<file path="src/rtl/hazard_controller_if.sv">
// Hazard controller bus: decoded ID-stage information and pipeline status
// flow into the controller; stall/flush/freeze and forwarding selects flow out.
interface hazard_controller_if #(parameter int CNT_W = 16);
    logic [31:0]      id_instr;
    logic             id_valid;
    logic             id_reg_write;
    logic             id_mem_read;
    logic             branch_taken;
    logic             dmem_busy;
    logic             stall_if;
    logic             stall_id;
    logic             bubble_ex;
    logic             flush_if_id;
    logic             flush_id_ex;
    logic             freeze;
    logic [1:0]       fwd_a_sel;
    logic [1:0]       fwd_b_sel;
    logic [CNT_W-1:0] stall_count;

    // pipeline side: supplies ID/EX status, consumes the controls
    modport master (
        output id_instr, id_valid, id_reg_write, id_mem_read, branch_taken, dmem_busy,
        input  stall_if, stall_id, bubble_ex, flush_if_id, flush_id_ex, freeze,
               fwd_a_sel, fwd_b_sel, stall_count
    );

    // controller side
    modport slave (
        input  id_instr, id_valid, id_reg_write, id_mem_read, branch_taken, dmem_busy,
        output stall_if, stall_id, bubble_ex, flush_if_id, flush_id_ex, freeze,
               fwd_a_sel, fwd_b_sel, stall_count
    );
endinterface

</file>
<file path="src/rtl/hazard_controller.sv">
// Central hazard sequencer for the 5-stage pipeline: tracks register usage of
// the EX/MEM/WB stages, selects EX operand forwarding, and produces the
// stall/bubble/flush/freeze controls for the pipeline registers.
module hazard_controller #(
    parameter int CNT_W = 16
) (
    input  logic              clk,
    input  logic              rst_n,
    hazard_controller_if.slave bus
);

    typedef enum logic {RUN, FREEZE} state_t;

    typedef struct packed {
        logic       valid;
        logic [4:0] rd;
        logic [4:0] rs1;
        logic [4:0] rs2;
        logic       reg_write;
        logic       mem_read;
    } shadow_t;

    localparam logic [6:0] OP_LUI   = 7'b0110111;
    localparam logic [6:0] OP_AUIPC = 7'b0010111;
    localparam logic [6:0] OP_JAL   = 7'b1101111;
    localparam logic [6:0] OP_R     = 7'b0110011;
    localparam logic [6:0] OP_S     = 7'b0100011;
    localparam logic [6:0] OP_B     = 7'b1100011;

    state_t           state;
    logic             pending_flush;
    shadow_t          ex_q, mem_q, wb_q;
    shadow_t          id_entry;
    logic [CNT_W-1:0] stall_cnt;

    logic [6:0] opcode;
    logic       rs1_used, rs2_used;
    logic       load_use;
    logic       freeze_c, flush_c, bubble_c, stall_c;
    logic [1:0] fwd_a_c, fwd_b_c;

    logic unused_bits;
    assign unused_bits = ^{bus.id_instr[31:25], bus.id_instr[14:12],
                           wb_q.rs1, wb_q.rs2, wb_q.mem_read};

    // A stage can forward to rs only when it really writes a nonzero register equal to rs
    function automatic logic can_forward(input shadow_t s, input logic [4:0] rs);
        return s.valid && s.reg_write && (s.rd != 5'd0) && (s.rd == rs);
    endfunction

    // Decode which ID source registers are actually read and form the would-be EX entry
    always_comb begin
        opcode   = bus.id_instr[6:0];
        rs1_used = !(opcode == OP_LUI || opcode == OP_AUIPC || opcode == OP_JAL);
        rs2_used = (opcode == OP_R || opcode == OP_S || opcode == OP_B);
        id_entry.valid     = 1'b1;
        id_entry.rd        = bus.id_instr[11:7];
        id_entry.rs1       = rs1_used ? bus.id_instr[19:15] : 5'd0;
        id_entry.rs2       = rs2_used ? bus.id_instr[24:20] : 5'd0;
        id_entry.reg_write = bus.id_reg_write;
        id_entry.mem_read  = bus.id_mem_read;
    end

    // Hazard resolution: freeze dominates, then branch flush, then load-use stall
    always_comb begin
        load_use = bus.id_valid && ex_q.valid && ex_q.mem_read && ex_q.reg_write &&
                   (ex_q.rd != 5'd0) &&
                   ((rs1_used && ex_q.rd == id_entry.rs1) ||
                    (rs2_used && ex_q.rd == id_entry.rs2));
        freeze_c = rst_n && bus.dmem_busy;
        flush_c  = rst_n && !bus.dmem_busy &&
                   (bus.branch_taken || (state == FREEZE && pending_flush));
        bubble_c = rst_n && !bus.dmem_busy && !flush_c && load_use;
        stall_c  = freeze_c || bubble_c;
    end

    // Operand forwarding selects; the younger MEM result wins over WB
    always_comb begin
        fwd_a_c = 2'b00;
        fwd_b_c = 2'b00;
        if (can_forward(mem_q, ex_q.rs1))      fwd_a_c = 2'b01;
        else if (can_forward(wb_q, ex_q.rs1))  fwd_a_c = 2'b10;
        if (can_forward(mem_q, ex_q.rs2))      fwd_b_c = 2'b01;
        else if (can_forward(wb_q, ex_q.rs2))  fwd_b_c = 2'b10;
    end

    // Run/freeze sequencing, deferred flush, shadow pipeline and stall counter
    always_ff @(posedge clk or negedge rst_n) begin
        if (!rst_n) begin
            state         <= RUN;
            pending_flush <= 1'b0;
            ex_q          <= '0;
            mem_q         <= '0;
            wb_q          <= '0;
            stall_cnt     <= '0;
        end else begin
            state <= bus.dmem_busy ? FREEZE : RUN;
            if (freeze_c) begin
                pending_flush <= pending_flush || bus.branch_taken;
            end else begin
                pending_flush <= 1'b0;
                wb_q  <= mem_q;
                mem_q <= ex_q;
                if (bubble_c || flush_c || !bus.id_valid) ex_q <= '0;
                else                                       ex_q <= id_entry;
            end
            if (stall_c && stall_cnt != {CNT_W{1'b1}}) stall_cnt <= stall_cnt + 1'b1;
        end
    end

    assign bus.stall_if    = stall_c;
    assign bus.stall_id    = stall_c;
    assign bus.bubble_ex   = bubble_c;
    assign bus.flush_if_id = flush_c;
    assign bus.flush_id_ex = flush_c;
    assign bus.freeze      = freeze_c;
    assign bus.fwd_a_sel   = fwd_a_c;
    assign bus.fwd_b_sel   = fwd_b_c;
    assign bus.stall_count = stall_cnt;

endmodule

</file>
<file path="src/flat_wrapper.sv">
// flat-port wrapper written by rule: the top's interface ports become plain ports
module hazard_controller_flat 
#(
    parameter int CNT_W = 16
)
  (clk, rst_n, bus_id_instr, bus_id_valid, bus_id_reg_write, bus_id_mem_read, bus_branch_taken, bus_dmem_busy, bus_stall_if, bus_stall_id, bus_bubble_ex, bus_flush_if_id, bus_flush_id_ex, bus_freeze, bus_fwd_a_sel, bus_fwd_b_sel, bus_stall_count);
  hazard_controller_if #(.CNT_W(CNT_W)) bus_i ();
  input  logic clk;
  input  logic rst_n;
  input wire logic [$bits(bus_i.id_instr)-1:0] bus_id_instr;
  input wire logic [$bits(bus_i.id_valid)-1:0] bus_id_valid;
  input wire logic [$bits(bus_i.id_reg_write)-1:0] bus_id_reg_write;
  input wire logic [$bits(bus_i.id_mem_read)-1:0] bus_id_mem_read;
  input wire logic [$bits(bus_i.branch_taken)-1:0] bus_branch_taken;
  input wire logic [$bits(bus_i.dmem_busy)-1:0] bus_dmem_busy;
  output wire logic [$bits(bus_i.stall_if)-1:0] bus_stall_if;
  output wire logic [$bits(bus_i.stall_id)-1:0] bus_stall_id;
  output wire logic [$bits(bus_i.bubble_ex)-1:0] bus_bubble_ex;
  output wire logic [$bits(bus_i.flush_if_id)-1:0] bus_flush_if_id;
  output wire logic [$bits(bus_i.flush_id_ex)-1:0] bus_flush_id_ex;
  output wire logic [$bits(bus_i.freeze)-1:0] bus_freeze;
  output wire logic [$bits(bus_i.fwd_a_sel)-1:0] bus_fwd_a_sel;
  output wire logic [$bits(bus_i.fwd_b_sel)-1:0] bus_fwd_b_sel;
  output wire logic [$bits(bus_i.stall_count)-1:0] bus_stall_count;
  assign bus_i.id_instr = bus_id_instr;
  assign bus_i.id_valid = bus_id_valid;
  assign bus_i.id_reg_write = bus_id_reg_write;
  assign bus_i.id_mem_read = bus_id_mem_read;
  assign bus_i.branch_taken = bus_branch_taken;
  assign bus_i.dmem_busy = bus_dmem_busy;
  assign bus_stall_if = bus_i.stall_if;
  assign bus_stall_id = bus_i.stall_id;
  assign bus_bubble_ex = bus_i.bubble_ex;
  assign bus_flush_if_id = bus_i.flush_if_id;
  assign bus_flush_id_ex = bus_i.flush_id_ex;
  assign bus_freeze = bus_i.freeze;
  assign bus_fwd_a_sel = bus_i.fwd_a_sel;
  assign bus_fwd_b_sel = bus_i.fwd_b_sel;
  assign bus_stall_count = bus_i.stall_count;
  hazard_controller #(.CNT_W(CNT_W)) u_core (.clk(clk), .rst_n(rst_n), .bus(bus_i));
endmodule
</file>
<file path="config.mk">
export PLATFORM = sky130hd
export DESIGN_NAME = hazard_controller_flat
export DESIGN_NICKNAME = d
export VERILOG_FILES = /design/src/rtl/hazard_controller_if.sv /design/src/rtl/hazard_controller.sv /design/src/flat_wrapper.sv
export SDC_FILE = /design/constraint.sdc
export NUM_CORES = 1
export LEC_CHECK = 0
export ABC_AREA = 1
export BUFFER_PORTS_ARGS = -buffer_cell sky130_fd_sc_hd__buf_2
export CORE_ASPECT_RATIO = 0.9
export CORE_MARGIN = 2
export CORE_UTILIZATION = 35
export DETAILED_ROUTE_END_ITERATION = 7
export GPL_TIMING_DRIVEN = 1
export PLACE_DENSITY = 0.63
export SETUP_SLACK_MARGIN = 0.05
export SLEW_MARGIN = 20
export SYNTH_ARGS = -nofsm -noshare
export SYNTH_HDL_FRONTEND = slang
export SYNTH_SLANG_ARGS = --single-unit
</file>
<file path="constraint.sdc">
create_clock -name clk -period 2 [get_ports clk]
set_input_delay 0.4 -clock clk [delete_from_list [all_inputs] [get_ports clk]]
set_output_delay 0.4 -clock clk [all_outputs]
set_load 0.02 [all_outputs]
</file>
Word-level counts from Yosys, hierarchy flattened
Cells that the tools add are included.
W data, S select, Z words.
- add/subtract/negate cells: 1
- $mul: 0
- div/mod/pow operators: 0
- $lt $le $gt $ge: 0
- equality and inequality tests: 13
- shift operators: 0
- multiplexer cells: 9
- bitwise operators: 0
- reductions and logical operators: 39
- operator list (cell ; number):
    $eq A5 B5 Y1 ; 6
    $logic_and A1 B1 Y1 ; 22
    $eq A7 B6 Y1 const B ; 3
    $mux W18 ; 1
    $add A16 B1 Y16 const B ; 1
    $ne A16 B16 Y1 const B ; 1
    $reduce_bool A5 Y1 ; 3
    $eq A7 B7 Y1 const B ; 2
    $logic_or A1 B1 Y1 ; 10
    $mux W5 ; 2
    $mux W2 ; 4
    $eq A7 B5 Y1 const B ; 1
    $logic_not A1 Y1 ; 4
    $mux W1 ; 2
- register bits: 50
- bits in latches: 0
- bits in writable memories: 0
- ROM bits: 0
- input bits: 39
- output and inout port bits: 26
- logic and storage cells: 77
- memories kept: 0

Logic depth before layout (Yosys ltp)
- depth in word-level cells: 12
- gate-level depth with buffers: 16
- depth with buffers taken out: 15

Least setup slack after synthesis
OpenSTA, ideal clock, no wires.
- kind: register -> output
- from: register u_core.mem_q[12] (netlist name)
- to: output port bus_fwd_a_sel[1]
- data arrival time: 1.673 ns
- data required time: 1.600 ns
- setup slack: -0.073 ns
- stages on the path, launching flop included: 5
- buffers on the path: 0
- path through: dfrtp_1 > xnor2_1 > nand3_1 > nor4_1 > nor2_1
- word-level cells in the longest chain between the ends: 4
- elaborated cells between the ends (all ways): 5
- those cells by class: eq/ne: 1; mux: 1; reduce/logical: 3
- ends and longest elaborated chain (element ; RTL line ; text):
    start: declaration ; hazard_controller.sv:32 ; shadow_t ex_q, mem_q, wb_q;
    start signal: assignment ; hazard_controller.sv:103 ; mem_q <= ex_q;
    $reduce_bool A5 Y1 ; hazard_controller.sv:48 ; return s.valid && s.reg_write && (s.rd != 5'd0) && (s.rd == rs);
    $logic_and A1 B1 Y1 ; hazard_controller.sv:48 ;
    $logic_and A1 B1 Y1 (*) ; hazard_controller.sv:48 ;
    $mux W2 (*) ; hazard_controller.sv:81 ; if (can_forward(mem_q, ex_q.rs1)) fwd_a_c = 2'b01;
    end: declaration ; flat_wrapper.sv:22 ; output wire logic [$bits(bus_i.fwd_a_sel)-1:0] bus_fwd_a_sel;
Every way passes the cells marked *; elsewhere a longest branch is shown, timed or not.

Worst setup path after layout
- from: register u_core.ex_q[12] (netlist name)
- to: output port bus_stall_if
- word-level cells in the longest chain between the ends: 6
- elaborated cells between the ends (all ways): 10
- those cells by class: eq/ne: 2; reduce/logical: 8
- ends and longest elaborated chain (element ; RTL line ; text):
    start: declaration ; hazard_controller.sv:32 ;
    start signal: assignment ; hazard_controller.sv:105 ; else ex_q <= id_entry;
    $eq A5 B5 Y1 (on tied branches) ; hazard_controller.sv:68, hazard_controller.sv:69 ;
    $logic_and A1 B1 Y1 (on tied branches) ; hazard_controller.sv:68, hazard_controller.sv:69 ;
    $logic_or A1 B1 Y1 ; hazard_controller.sv:68 ; ((rs1_used && ex_q.rd == id_entry.rs1) ||
    $logic_and A1 B1 Y1 (*) ; hazard_controller.sv:67 ; (ex_q.rd != 5'd0) &&
    $logic_and A1 B1 Y1 (*) ; hazard_controller.sv:73 ; bubble_c = rst_n && !bus.dmem_busy && !flush_c && load_use;
    $logic_or A1 B1 Y1 (*) ; hazard_controller.sv:74 ; stall_c = freeze_c || bubble_c;
    end: declaration ; flat_wrapper.sv:16 ; output wire logic [$bits(bus_i.stall_if)-1:0] bus_stall_if;
Marks and branches as above.

==> impl_metrics.yaml <==
grt:
  grt_max_degree: 51
  antenna_found_initial: 0
  grt_overflow: 0
  grt_pass1_vias: 2625
  grt_use_total_pct: 17.0
  grt_pass1_wl_mm: 12.7
routing:
  ant_nets: 0
  drt-initial-drc-count: 150
  vias_per_cell: 4.73
  wl_mm: 7.66
  vias: 2838
  drc: 0
  drtPass1Iterations: 4
  wl_per_cell_um: 12.8
final_layout:
  regArea_um2: 1260
  antenna_cells: 0
  fin_cells: 600
  finish.utilization_pct: 48.3
  area_delta_synth_final_pct: 32.3
  multi_input_area_um2: 1700
  nets: 524
  fill_cells: 804
  drive_gt1_share_pct: 30.7
synth:
  syn_inst: 398
  yosys_warnings: 0
  synth_commonest_cells: "125 x nand2_1, 50 x dfrtp_1, 40 x nor2_1, 33 x nand3_1, 32 x inv_1"
  synth.avg_cell_area_um2: 7.51
  syn_nets: 438
  synth_cell_types: 27
  mappedNetlistArea_um2: 2990
  ys_seq_area_share_pct: 41.9
  synth-async-reset-ratio_pct: 100
  yosysTopAreaCell: "dfrtp_1"
  synth_top_cell_area_share_pct: 41.9
  ys_seq_elements: 50
  yosysMostFrequentCell: "nand2_1"
  synth-edff-count: 0
  synth_area_leaders: "dfrtp_1 42%, nand2_1 16%, xnor2_1 5.6%"
  ys.flop_type: "dfrtp_1"
pwr:
  combPwrFrac_pct: 23.4
  p_seq_share_pct: 48.6
  swShare_pct: 31.3
  p_switching_uw: 790
  total_power_uw: 2520
  pwr-share-clk_pct: 28.0
  power_leakage_uw: 0.00209
  max-vdd-ir-drop_v: 0.000298
  powerDensity_nw_per_um2: 638
  intPower_uw: 1730
clocking:
  clock-sinks: 50
  clock_latency_ns: 0.30
  cts_tree: "built"
  htreeDepth: 2
  cts_made_buffers: 5
  cts.clk_slew.worst_paths_ns: 0.09
  clockBufferDepth: 2
  cts_root_buffer: "clkbuf_8"
  cts_hold_buf: 0
critical_path:
  crit_path_start: "u_core.ex_q[12]$_DFFE_PN0N_"
  path_max_fanout: 4
  cp-end-kind: "output pin"
  r2r-start: "u_core.ex_q[12]$_DFFE_PN0N_"
  cp.arrival_ns: 1.74
  worstSetupPathType: "flip-flop to output pin"
  worst_ep_required_time_ns: 1.60
  start_kind: "flip-flop"
placed_design:
  dpl.cell_count: 573
  io_buffer_count: 54
  gp_congestion: 0.915
  dp_hpwl_mm: 5.47
sta:
  finalSetupTns_ns: -0.378
  clock.fmax_mhz: 466
  layout_setup_ws_ns: -0.144
  worst_slew_pin_slew_ns: 0.697
  fin_skew_ns: 0.0101
  max_slew_margin_pct: 53.5
  setup_violations: 8
  rsz0062_at_grt: "true"
  finalHoldViolations: 0
  period_needed_ns: 2.14
  slew_viol_final: 0
  finalCritPeriodShare_pct: 107
min_path:
  hold_path.startpoint: "bus_dmem_busy"
  hold_path_class: "input port to flip-flop"
run:
  cap_viol_max_count: 0
floorplanning:
  core_area_um2: 8180
  row_count: 31
  die_area_um2: 9290
  die_y_um: 91.7
  start_util_pct: 36.5
  die_width_um: 101
  io_pins: 65
run_status:
  status: "finished with violations"
  violations: "setup timing"
-- metrics by stage --
step / setup slack (ns) / area (um2) / hold slack (ns)
after floorplan: 0.0719 / 3000 / 0.104
after global placement: -0.0472 / 3470 / 0.468
after detailed placement: -0.0801 / 3470 / 0.468
after CTS: -0.111 / 3770 / 0.223
after global routing: -0.233 / 3950 / 0.218
final: -0.144 / 3950 / 0.232
-- final cells by class --
class                           instances  area share (%)
Multi-Input combinational cell        298            42.9
Clock inverter                          2           0.949
Tap cell                              115            3.64
Inverter                               37            3.54
Clock buffer                            6            1.84
Sequential cell                        50            31.8
Timing Repair Buffer                   92            15.3
-- path summary, 6_finish.rpt --
kind                                                         endpoint  slack, ns  cells past startpoint
worst max-delay path                                     bus_stall_if      -0.14                      9
worst min-delay path                           u_core.state$_DFF_PN0_       0.23                      1
max in group asynchronous                 u_core.ex_q[12]$_DFFE_PN0N_       1.27                      2
min in group asynchronous                 u_core.mem_q[1]$_DFFE_PN0N_       0.27                      2
worst max register to register  u_core.bus.stall_count[4]$_DFFE_PN0P_      -0.01                     14
worst min register to register         u_core.pending_flush$_DFF_PN0_       0.48                      2
-- worst max-delay path: stages (launching register included) --
cell	delay [ns]
dfrtp_2	0.44
buf_4	0.15
xnor2_1	0.14
nand3_1	0.11
nor2_1	0.09
nand2_1	0.07
nand2_1	0.07
nand2_2	0.10
nand2_4	0.14
buf_6	0.14
-- cell usage in the layout, fill, tap and decap left out, drive strengths merged --
cell type / synthesis / routed
dfrtp: 50 / 50
and2: 1 / 1
nand3: 33 / 33
nand2: 140 / 141
a21oi: 2 / 2
bufinv: 0 / 1
xnor2: 19 / 19
clkbuf: 6 / 6
clkinv: 3 / 3
nand4: 23 / 23
clkinvlp: 0 / 1
inv: 34 / 34
o21ai: 11 / 11
nor2: 43 / 43
nor3: 2 / 2
nor4: 4 / 4
buf: 8 / 92
ha: 1 / 1
xor2: 16 / 16
o311ai: 2 / 2
-- power by group through the flow --
stage	logic, uW	registers [uW]	clock network [uW]
after global placement	470	1240	0
after CTS	543	1220	730
after detailed placement	478	1240	0
final	590	1230	708
after global routing	660	1240	772
after floorplan	277	1250	0
-- routing by layer --
layer  part of all wire (%)  track usage [%]  wire length (um)
met3                    2.9             2.90               226
met4                   0.82             3.38                63
met2                     47             26.4              3570
met1                     50             25.0              3800
met5                      0                0                 0
-- state kept, by name, indices dropped and copies added (netlist names) --
name / count
u_core.ex_q: 18
u_core.bus.stall_count: 16
u_core.mem_q: 7
u_core.wb_q: 7
u_core.pending_flush: 1
u_core.state: 1
-- repair_timing --
item                                    CTS  global route
cloned                                    0             1
gates resized for setup                  29            22
endpoints found under the setup margin    7            23
buffers inserted                         13             5
pin swaps                                 9             6
-- kinds of logic (layout without fill, tap and decap cells) --
family | Yosys count | in the layout | synth area share [%]
adders and majority gates | 1 | 1 | 0.419
AOI/OAI and AO/OA | 15 | 15 | 2.89
and+or+nand+nor | 246 | 247 | 36.8
DFF | 50 | 50 | 41.9
xor gates and xnor gates | 35 | 35 | 10.3
buffers and inverters | 51 | 137 | 7.79
No activity file was read; power rests on OpenSTA's default activity.
